$ cat config.mk
export PLATFORM = sky130hd
export DESIGN_NAME = smc777_text_vid
export DESIGN_NICKNAME = d
export VERILOG_FILES = /design/src/rtl/smc777_vid_pkg.sv /design/src/rtl/smc777_vid_fetch.sv /design/src/rtl/smc777_text_vid.sv
export SDC_FILE = /design/constraint.sdc
export NUM_CORES = 1
export LEC_CHECK = 0
export ABC_AREA = 0
export BUFFER_PORTS_ARGS = -buffer_cell sky130_fd_sc_hd__buf_2
export CAP_MARGIN = 10
export CORE_UTILIZATION = 57
export DETAILED_ROUTE_END_ITERATION = 8
export PLACE_DENSITY = 0.95
export SLEW_MARGIN = 20
export SYNTH_ARGS = -nofsm -noshare
export SYNTH_HDL_FRONTEND = slang
export SYNTH_SLANG_ARGS = --single-unit
$ cat constraint.sdc
create_clock -name clk -period 4.02 [get_ports clk]
set_clock_uncertainty 0.05 [all_clocks]
set_input_delay 0.402 -clock clk [delete_from_list [all_inputs] [get_ports clk]]
set_output_delay 0.402 -clock clk [all_outputs]
set_load 0.005 [all_outputs]
$ cat src/rtl/smc777_vid_pkg.sv
// Shared types and constants for the SMC-777 text-mode video path.
package smc777_vid_pkg;

  typedef enum logic [2:0] {
    IDLE = 3'd0,
    CHR  = 3'd1,
    ATR  = 3'd2,
    FNT  = 3'd3,
    DONE = 3'd4
  } fetch_state_t;

  localparam int ATTR_REV    = 4;
  localparam int ATTR_BLINK  = 5;
  localparam int CUR_PHASE   = 3;
  localparam int BLINK_PHASE = 4;

  // One character cell's worth of fetched data, waiting for the next char_ce.
  typedef struct packed {
    logic [7:0] pat;
    logic [7:0] attr;
    logic       cursor;
  } stage_t;

endpackage

$ cat src/rtl/smc777_vid_fetch.sv
// Per-character fetch: samples the CRTC after char_ce, reads char/attr from VRAM and the glyph row from font ROM.
// Staged result is ready 5 clk after char_ce; no backpressure, one fetch per character cell.
module smc777_vid_fetch
  import smc777_vid_pkg::*;
#(
  parameter int FONT_ROWS = 8
) (
  input  logic        clk,
  input  logic        reset_n,
  input  logic        start,
  input  logic [13:0] ma,
  input  logic [4:0]  ra,
  input  logic        de,
  input  logic        cursor,
  output logic [11:0] vram_addr,
  output logic        vram_rd,
  input  logic [7:0]  vram_data,
  output logic [10:0] font_addr,
  input  logic [7:0]  font_data,
  output stage_t      stage
);

  fetch_state_t state, state_nxt;
  logic [10:0]  ma_q;
  logic [4:0]   ra_q;
  logic         cur_q;
  logic [7:0]   chr_q;
  logic [7:0]   attr_q;
  logic         blank;
  logic         unused_ma;

  assign unused_ma = ^ma[13:11];
  assign blank     = ({27'd0, ra_q} >= 32'(FONT_ROWS));
  assign font_addr = {chr_q, ra_q[2:0]};

  always_ff @(posedge clk) begin
    if (!reset_n) begin
      state  <= IDLE;
      ma_q   <= '0;
      ra_q   <= '0;
      cur_q  <= 1'b0;
      chr_q  <= '0;
      attr_q <= '0;
      stage  <= '0;
    end else begin
      state <= state_nxt;
      case (state)
        IDLE: begin
          if (start) begin
            ma_q  <= ma[10:0];
            ra_q  <= ra;
            cur_q <= cursor;
            if (!de) stage <= '0;
          end
        end
        ATR:  chr_q  <= vram_data;
        FNT:  attr_q <= vram_data;
        DONE: begin
          stage.pat    <= blank ? 8'h00 : font_data;
          stage.attr   <= attr_q;
          stage.cursor <= cur_q;
        end
        default: ;
      endcase
    end
  end

  always_comb begin
    state_nxt = state;
    vram_addr = '0;
    vram_rd   = 1'b0;
    case (state)
      IDLE: if (start && de) state_nxt = CHR;
      CHR: begin
        vram_addr = {ma_q, 1'b0};
        vram_rd   = 1'b1;
        state_nxt = ATR;
      end
      ATR: begin
        vram_addr = {ma_q, 1'b1};
        vram_rd   = 1'b1;
        state_nxt = FNT;
      end
      FNT:     state_nxt = DONE;
      DONE:    state_nxt = IDLE;
      default: state_nxt = IDLE;
    endcase
  end

endmodule

$ cat src/rtl/smc777_text_vid.sv
// Text-mode pixel generator behind the mc6845: paces the CRTC, shifts out 8 RGBI pixels per character.
// Pixels, syncs and DE lag the CRTC by one character cell; no backpressure, pix_ce at most every 2nd clk.
module smc777_text_vid
  import smc777_vid_pkg::*;
#(
  parameter int FONT_ROWS = 8
) (
  input  logic        clk,
  input  logic        reset_n,
  input  logic        pix_ce,
  output logic        char_ce,
  input  logic [13:0] ma,
  input  logic [4:0]  ra,
  input  logic        de,
  input  logic        cursor,
  input  logic        hsync_i,
  input  logic        vsync_i,
  output logic [11:0] vram_addr,
  output logic        vram_rd,
  input  logic [7:0]  vram_data,
  output logic [10:0] font_addr,
  input  logic [7:0]  font_data,
  input  logic [3:0]  bg_color,
  output logic [3:0]  rgbi,
  output logic        hsync_o,
  output logic        vsync_o,
  output logic        de_o
);

  logic [2:0] px;
  logic       char_ce_d;
  logic       vsync_q;
  logic [4:0] frame;
  logic [7:0] shifter;
  logic [3:0] fg_q, bg_q;
  stage_t     stage;
  logic [7:0] pat_eff;
  logic [3:0] fg_nxt, bg_nxt;
  logic       unused_attr;

  assign char_ce     = pix_ce & (px == 3'd7);
  assign unused_attr = ^stage.attr[7:6];

  smc777_vid_fetch #(.FONT_ROWS(FONT_ROWS)) u_fetch (
    .clk       (clk),
    .reset_n   (reset_n),
    .start     (char_ce_d),
    .ma        (ma),
    .ra        (ra),
    .de        (de),
    .cursor    (cursor),
    .vram_addr (vram_addr),
    .vram_rd   (vram_rd),
    .vram_data (vram_data),
    .font_addr (font_addr),
    .font_data (font_data),
    .stage     (stage)
  );

  // Blink blanks the glyph first so a cursor still shows over a blinking character.
  always_comb begin
    pat_eff = stage.pat;
    if (stage.attr[ATTR_BLINK] && frame[BLINK_PHASE]) pat_eff = 8'h00;
    if (stage.cursor && frame[CUR_PHASE]) pat_eff = ~pat_eff;
    fg_nxt = stage.attr[3:0];
    bg_nxt = bg_color;
    if (stage.attr[ATTR_REV]) begin
      fg_nxt = bg_color;
      bg_nxt = stage.attr[3:0];
    end
  end

  always_ff @(posedge clk) begin
    if (!reset_n) begin
      px        <= '0;
      char_ce_d <= 1'b0;
      vsync_q   <= 1'b0;
      frame     <= '0;
      shifter   <= '0;
      fg_q      <= '0;
      bg_q      <= '0;
      hsync_o   <= 1'b0;
      vsync_o   <= 1'b0;
      de_o      <= 1'b0;
    end else begin
      char_ce_d <= char_ce;
      vsync_q   <= vsync_i;
      if (vsync_i && !vsync_q) frame <= frame + 5'd1;
      if (pix_ce) px <= px + 3'd1;
      if (char_ce) begin
        shifter <= pat_eff;
        fg_q    <= fg_nxt;
        bg_q    <= bg_nxt;
        hsync_o <= hsync_i;
        vsync_o <= vsync_i;
        de_o    <= de;
      end else if (pix_ce) begin
        shifter <= {shifter[6:0], 1'b0};
      end
    end
  end

  assign rgbi = !de_o ? 4'h0 : (shifter[7] ? fg_q : bg_q);

endmodule

### After elaboration in Yosys (flattened, before gate mapping)

Cells that the tools add are included.

* add/sub/neg operators: 2
* multipliers: 0
* div/mod/pow operators: 0
* $lt $le $gt $ge: 1
* eq/ne operators: 8
* shift-type cells: 0
* multiplexer cells: 16
* bitwise gates (word level): 2
* reduce and logical (&&, ||, !) cells: 11

Operators with widths (count)
* $mux W8: 5
* $mux W17: 2
* $pmux W17 S2: 1
* $pmux W12 S2: 1
* $mux W4: 4
* $pmux W3 S4: 1
* $not A8 Y8: 1
* $eq A3 B2 Y1 const B: 2
* $eq A3 B3 Y1 const B: 2
* $add A5 B1 Y5 const B: 1
* $ge A5 B4 Y1 const B: 1
* $logic_and A1 B1 Y1: 4
* $ne A2 B2 Y1 const B: 2
* $reduce_bool A2 Y1: 2
* $add A3 B1 Y3 const B: 1
* $eq A3 B1 Y1 const B: 1
* $logic_not A3 Y1: 1
* $mux W3: 1
* $reduce_and A3 Y1: 1
* $ne A2 B1 Y1 const B: 1
* $reduce_and A2 Y1: 1
* $reduce_or A2 Y1: 1
* $and A1 B1 Y1: 1
* $logic_not A1 Y1: 1
* $mux W1: 1

* flip-flop bits (word level): 80
* latch bits: 0
* memory bits (writable): 0
* memory bits (read-only): 0
* input port bits: 46
* output and inout port bits: 32
* logic and storage cells: 59
* memories kept: 0

### Depth between registers and ports, before layout

* depth in word-level cells: 5
* depth in mapped cells: 7

### Modules after synthesis

A second synthesis with hierarchy kept.

* cells, all modules: 350
* area, all modules: 3463.3 µm²

Modules (own cells, without submodules)
* smc777_vid_fetch: instances 1, cells an instance 197, area each 1979.4 µm², seq. area each 1061.0 µm²
* smc777_text_vid: instances 1, cells an instance 153, area each 1483.9 µm², seq. area each 580.6 µm²

### Least setup slack after synthesis

No wires, ideal clock.

* path kind: register -> output
* from: reg px[0]
* to: out char_ce
* data arrival time: 1115 ps
* setup slack: 2453 ps
* stages on the path, launching flop included: 6
* path buffers: 1
* cell sequence: dfxtp_1 -> ha_1 -> ha_1 -> nand2_1 -> inv_1 -> buf_2

* cells in the longest elaborated chain, start to end: 2

RTL lines
* start, declared: RTL line smc777_text_vid.sv:30 `logic [2:0] px;`
* start signal, assigned: RTL line smc777_text_vid.sv:89 `if (pix_ce) px <= px + 3'd1;`
* $eq A3 B3 Y1: RTL line smc777_text_vid.sv:41 `assign char_ce = pix_ce & (px == 3'd7);`
* $and A1 B1 Y1: RTL line smc777_text_vid.sv:41
* end, declared: RTL line smc777_text_vid.sv:11 `output logic char_ce,`

No other way between the ends.

### Worst setup path in the final report

Same ends and word-level chain as after synthesis.

==> results_dict.tcl <==
set metrics [dict create \
    crit_slowest_cell "inv_1" \
    clock.fmax_mhz 388 \
    die_w_um 76.8 \
    crit_top_cell "ha_1" \
    grtUsageTotal_pct 24.8 \
    drcViolationCount 0 \
    finalHoldViolations 0 \
    max-slew-margin-rel_pct 29.8 \
    fin_area_um2 3700 \
    status "finished, final reports clean" \
    gp_congestion 0.844 \
    synth_area_per_cell_um2 8.76 \
    wl_per_cell_um 14.0 \
    worst-endpoint-required_ns 3.57 \
    wl_um 6990 \
    clock_sinks 78 \
    grt_pass1_vias 2607 \
    port-buffer-count 74 \
    path_class "flop to output pin" \
    crit_fanout 21 \
    row_count 26 \
    antenna_found_initial 0 \
    cts_resized 0 \
    start_util_pct 60.9 \
    synthTopCellsByArea "dfxtp_1 49%, mux2i_1 8.8%, nand2_1 8.6%, a21oi_1 5.8%, nor2_1 4.9%" \
    htreeDepth 3 \
    synthArstFlopShare_pct 0 \
    yosysTopAreaCellShare_pct 49.0 \
    synth_warnings 0 \
    leakage_nw 1.52 \
    setup_viol 0 \
    use_met2_pct 41.7 \
    grt-ovfl-total 0 \
    ys_seq_area_share_pct 49.0 \
    grt_use_met3_pct 6.79 \
    ys_top_cells_by_count "78 x dfxtp_1, 73 x nand2_1, 42 x nor2_1, 37 x a21oi_1, 28 x mux2i_1" \
    drv_cap 0 \
    numCtsBuffers 9 \
    drt_iter0_markers 201 \
    io_pins 78 \
    synthAdderAreaFrac_pct 1.18 \
    synth_cells 364 \
    r2r_end "fg_q[1]$_SDFFE_PN0P_" \
    synth_top_family_by_area "simple AND/OR/NAND/NOR gates" \
    post-route-util_pct 70.7 \
    core_area_um2 5240 \
    vdd_drop_max_uv 281 \
    cp.arrival_ns 2.12 \
    post-place-ws_ns 1.84 \
    met1_usage_pct 28.9 \
    p_per_area_nw_per_um2 380 \
    synth-seq-cells 78 \
    worst_r2r_path_depth 6 \
    clock_latency_ns 0.35 \
    final.setup.tns_ns 0 \
    root_buffer "clkbuf_8" \
    holdPathEnd "u_fetch.ra_q[0]$_SDFFE_PN0P_" \
    muxShareOfSynthArea_pct 8.79 \
    min-delay-start "ra[0]" \
    synth.largest_area_cell "dfxtp_1" \
    top_usage_layer "met2" \
    place_area_um2 3510 \
    cts_max_path_buffers 2 \
    drive_gt1_share_pct 21.4 \
    setup_slack_ns 1.44 \
    synth_top_flop_cell "dfxtp_1" \
    hold_path.class "primary input to flop" \
    yosys.area_share.xor_xnor_pct 1.92 \
    dieHeight_um 76.8 \
    synthMostInstantiatedCell "dfxtp_1" \
    dp_hpwl_um 4630 \
    antenna_cells 0 \
    drtAntennaViolNets 0 \
    fill_cells 397 \
    period_needed_ns 2.58 \
    synth_nets 413 \
    ys_types 30 \
    slowest_delay_ns 0.52 \
    holdBufCountCts 0 \
    holdPathStages 3 \
    worst_slew_pin_slew_ns 1.05 \
    die-area_um2 5900 \
    cts_tree "built" \
    area_growth_pct 16.2 \
    endpoint_kind "output pin" \
    path_clk_slew_ns 0.08 \
    drt_pass1_iterations 6 \
    vias 2697 \
    synth_edf_count 0 \
    grt_max_degree 77 \
    synth_compound_area_share_pct 13.7 \
    synth-simple-area-share_pct 20.2 \
    grt_pass1_wl_um 11600 \
    startpoint_type "flop" \
    p_total_mw 1.41 \
    final.period_utilization_pct 64.1 \
    drv_slew 0 \
    viasPerCell 5.40 \
    rrSetupSlack_ns 1.98 \
    nets 473 \
    path_cells "ha_1, ha_1, nand2_1, inv_1, buf_2" \
    post_cts.repair.setup_buffers 0 \
    r2r-start "px[0]$_SDFFE_PN0P_" \
    synth_area_um2 3190 \
    rsz0062_at_grt "no" \
]
registers in the layout (all words and copies together), names as in the netlist, 3 cells and up:
| name | count |
|---|---|
| u_fetch.chr_q | 8 |
| u_fetch.ra_q | 5 |
| fg_q | 4 |
| u_fetch.attr_q | 6 |
| shifter | 8 |
| bg_q | 4 |
| u_fetch.stage | 15 |
| u_fetch.ma_q | 11 |
| px | 3 |
| frame | 5 |
| u_fetch.state | 3 |
worst max-delay path, delay by kind of cell (launching register included):
family        cells  cell delay (ns)
buf+inv           2             0.74
fa+ha+maj         2             0.45
simple gates      1             0.23
flops             1             0.35
layout make-up:
type                            instances  area [um2]  area share [%]
Multi-Input combinational cell        253        1460            39.4
Tap cell                               70        87.6            2.36
Timing Repair Buffer                   74         370            10.0
Sequential cell                        78        1560            42.1
Inverter                                8        32.5           0.878
Clock inverter                          5        60.1            1.62
Clock buffer                           11         131            3.55
routing by layer:
layer / part of all wire [%] / wire (um)
met1: 43 / 3010
met2: 50 / 3510
met3: 5.3 / 371
met4: 1.5 / 104
met5: 0 / 0
power by group:
group	internal (mW)	switching [mW]	total, mW	leakage, nW
clock network	0.287	0.277	0.564	0.0818
logic	0.0265	0.0322	0.0587	0.810
registers	0.780	0.00557	0.785	0.630
total	1.09	0.315	1.41	1.52
cell families (layout without fill, tap and decap cells):
logic type,after synthesis,after routing
AND/OR/NAND/NOR,142,142
flip-flops,78,78
AO/OA/AOI/OAI,73,73
buffers and inverters,33,98
multiplexers,28,28
XOR/XNOR,7,7
adder cells (fa/ha/maj),3,3
placed cells by master, fill, tap and decap left out, types with 2 or more instances in the layout:
master,Yosys,layout
nand4_1,2,2
dfxtp_1,78,78
nor2b_1,6,6
and2_1,12,12
inv_1,7,6
o21ai_0,8,8
a211oi_1,8,8
clkbuf_8,0,9
o22a_1,3,3
buf_2,5,74
xnor2_1,4,4
xor2_1,3,3
nand3b_1,2,2
mux2i_1,28,28
nand2_1,73,73
a21oi_1,37,37
a22oi_1,15,15
clkbuf_1,10,2
ha_1,3,3
clkinvlp_4,0,4
nor2_1,42,42
nor3b_4,2,2
worst max path at each step:
stage	startpoint	end
after floorplan	px[0]$_SDFFE_PN0P_	char_ce
after global placement	px[0]$_SDFFE_PN0P_	char_ce
after detailed placement	px[0]$_SDFFE_PN0P_	char_ce
after CTS	px[0]$_SDFFE_PN0P_	char_ce
after global routing	px[0]$_SDFFE_PN0P_	char_ce
final	px[0]$_SDFFE_PN0P_	char_ce
stage by stage:
step / hold slack, ns / std cells
2_1_floorplan: 0.382 / 364
3_3_place_gp: 0.388 / 483
3_5_place_dp: 0.394 / 483
4_1_cts: 0.209 / 499
5_1_grt: 0.228 / 499
6_report: 0.226 / 499
Note: power is estimated with default switching activity, not from simulation.
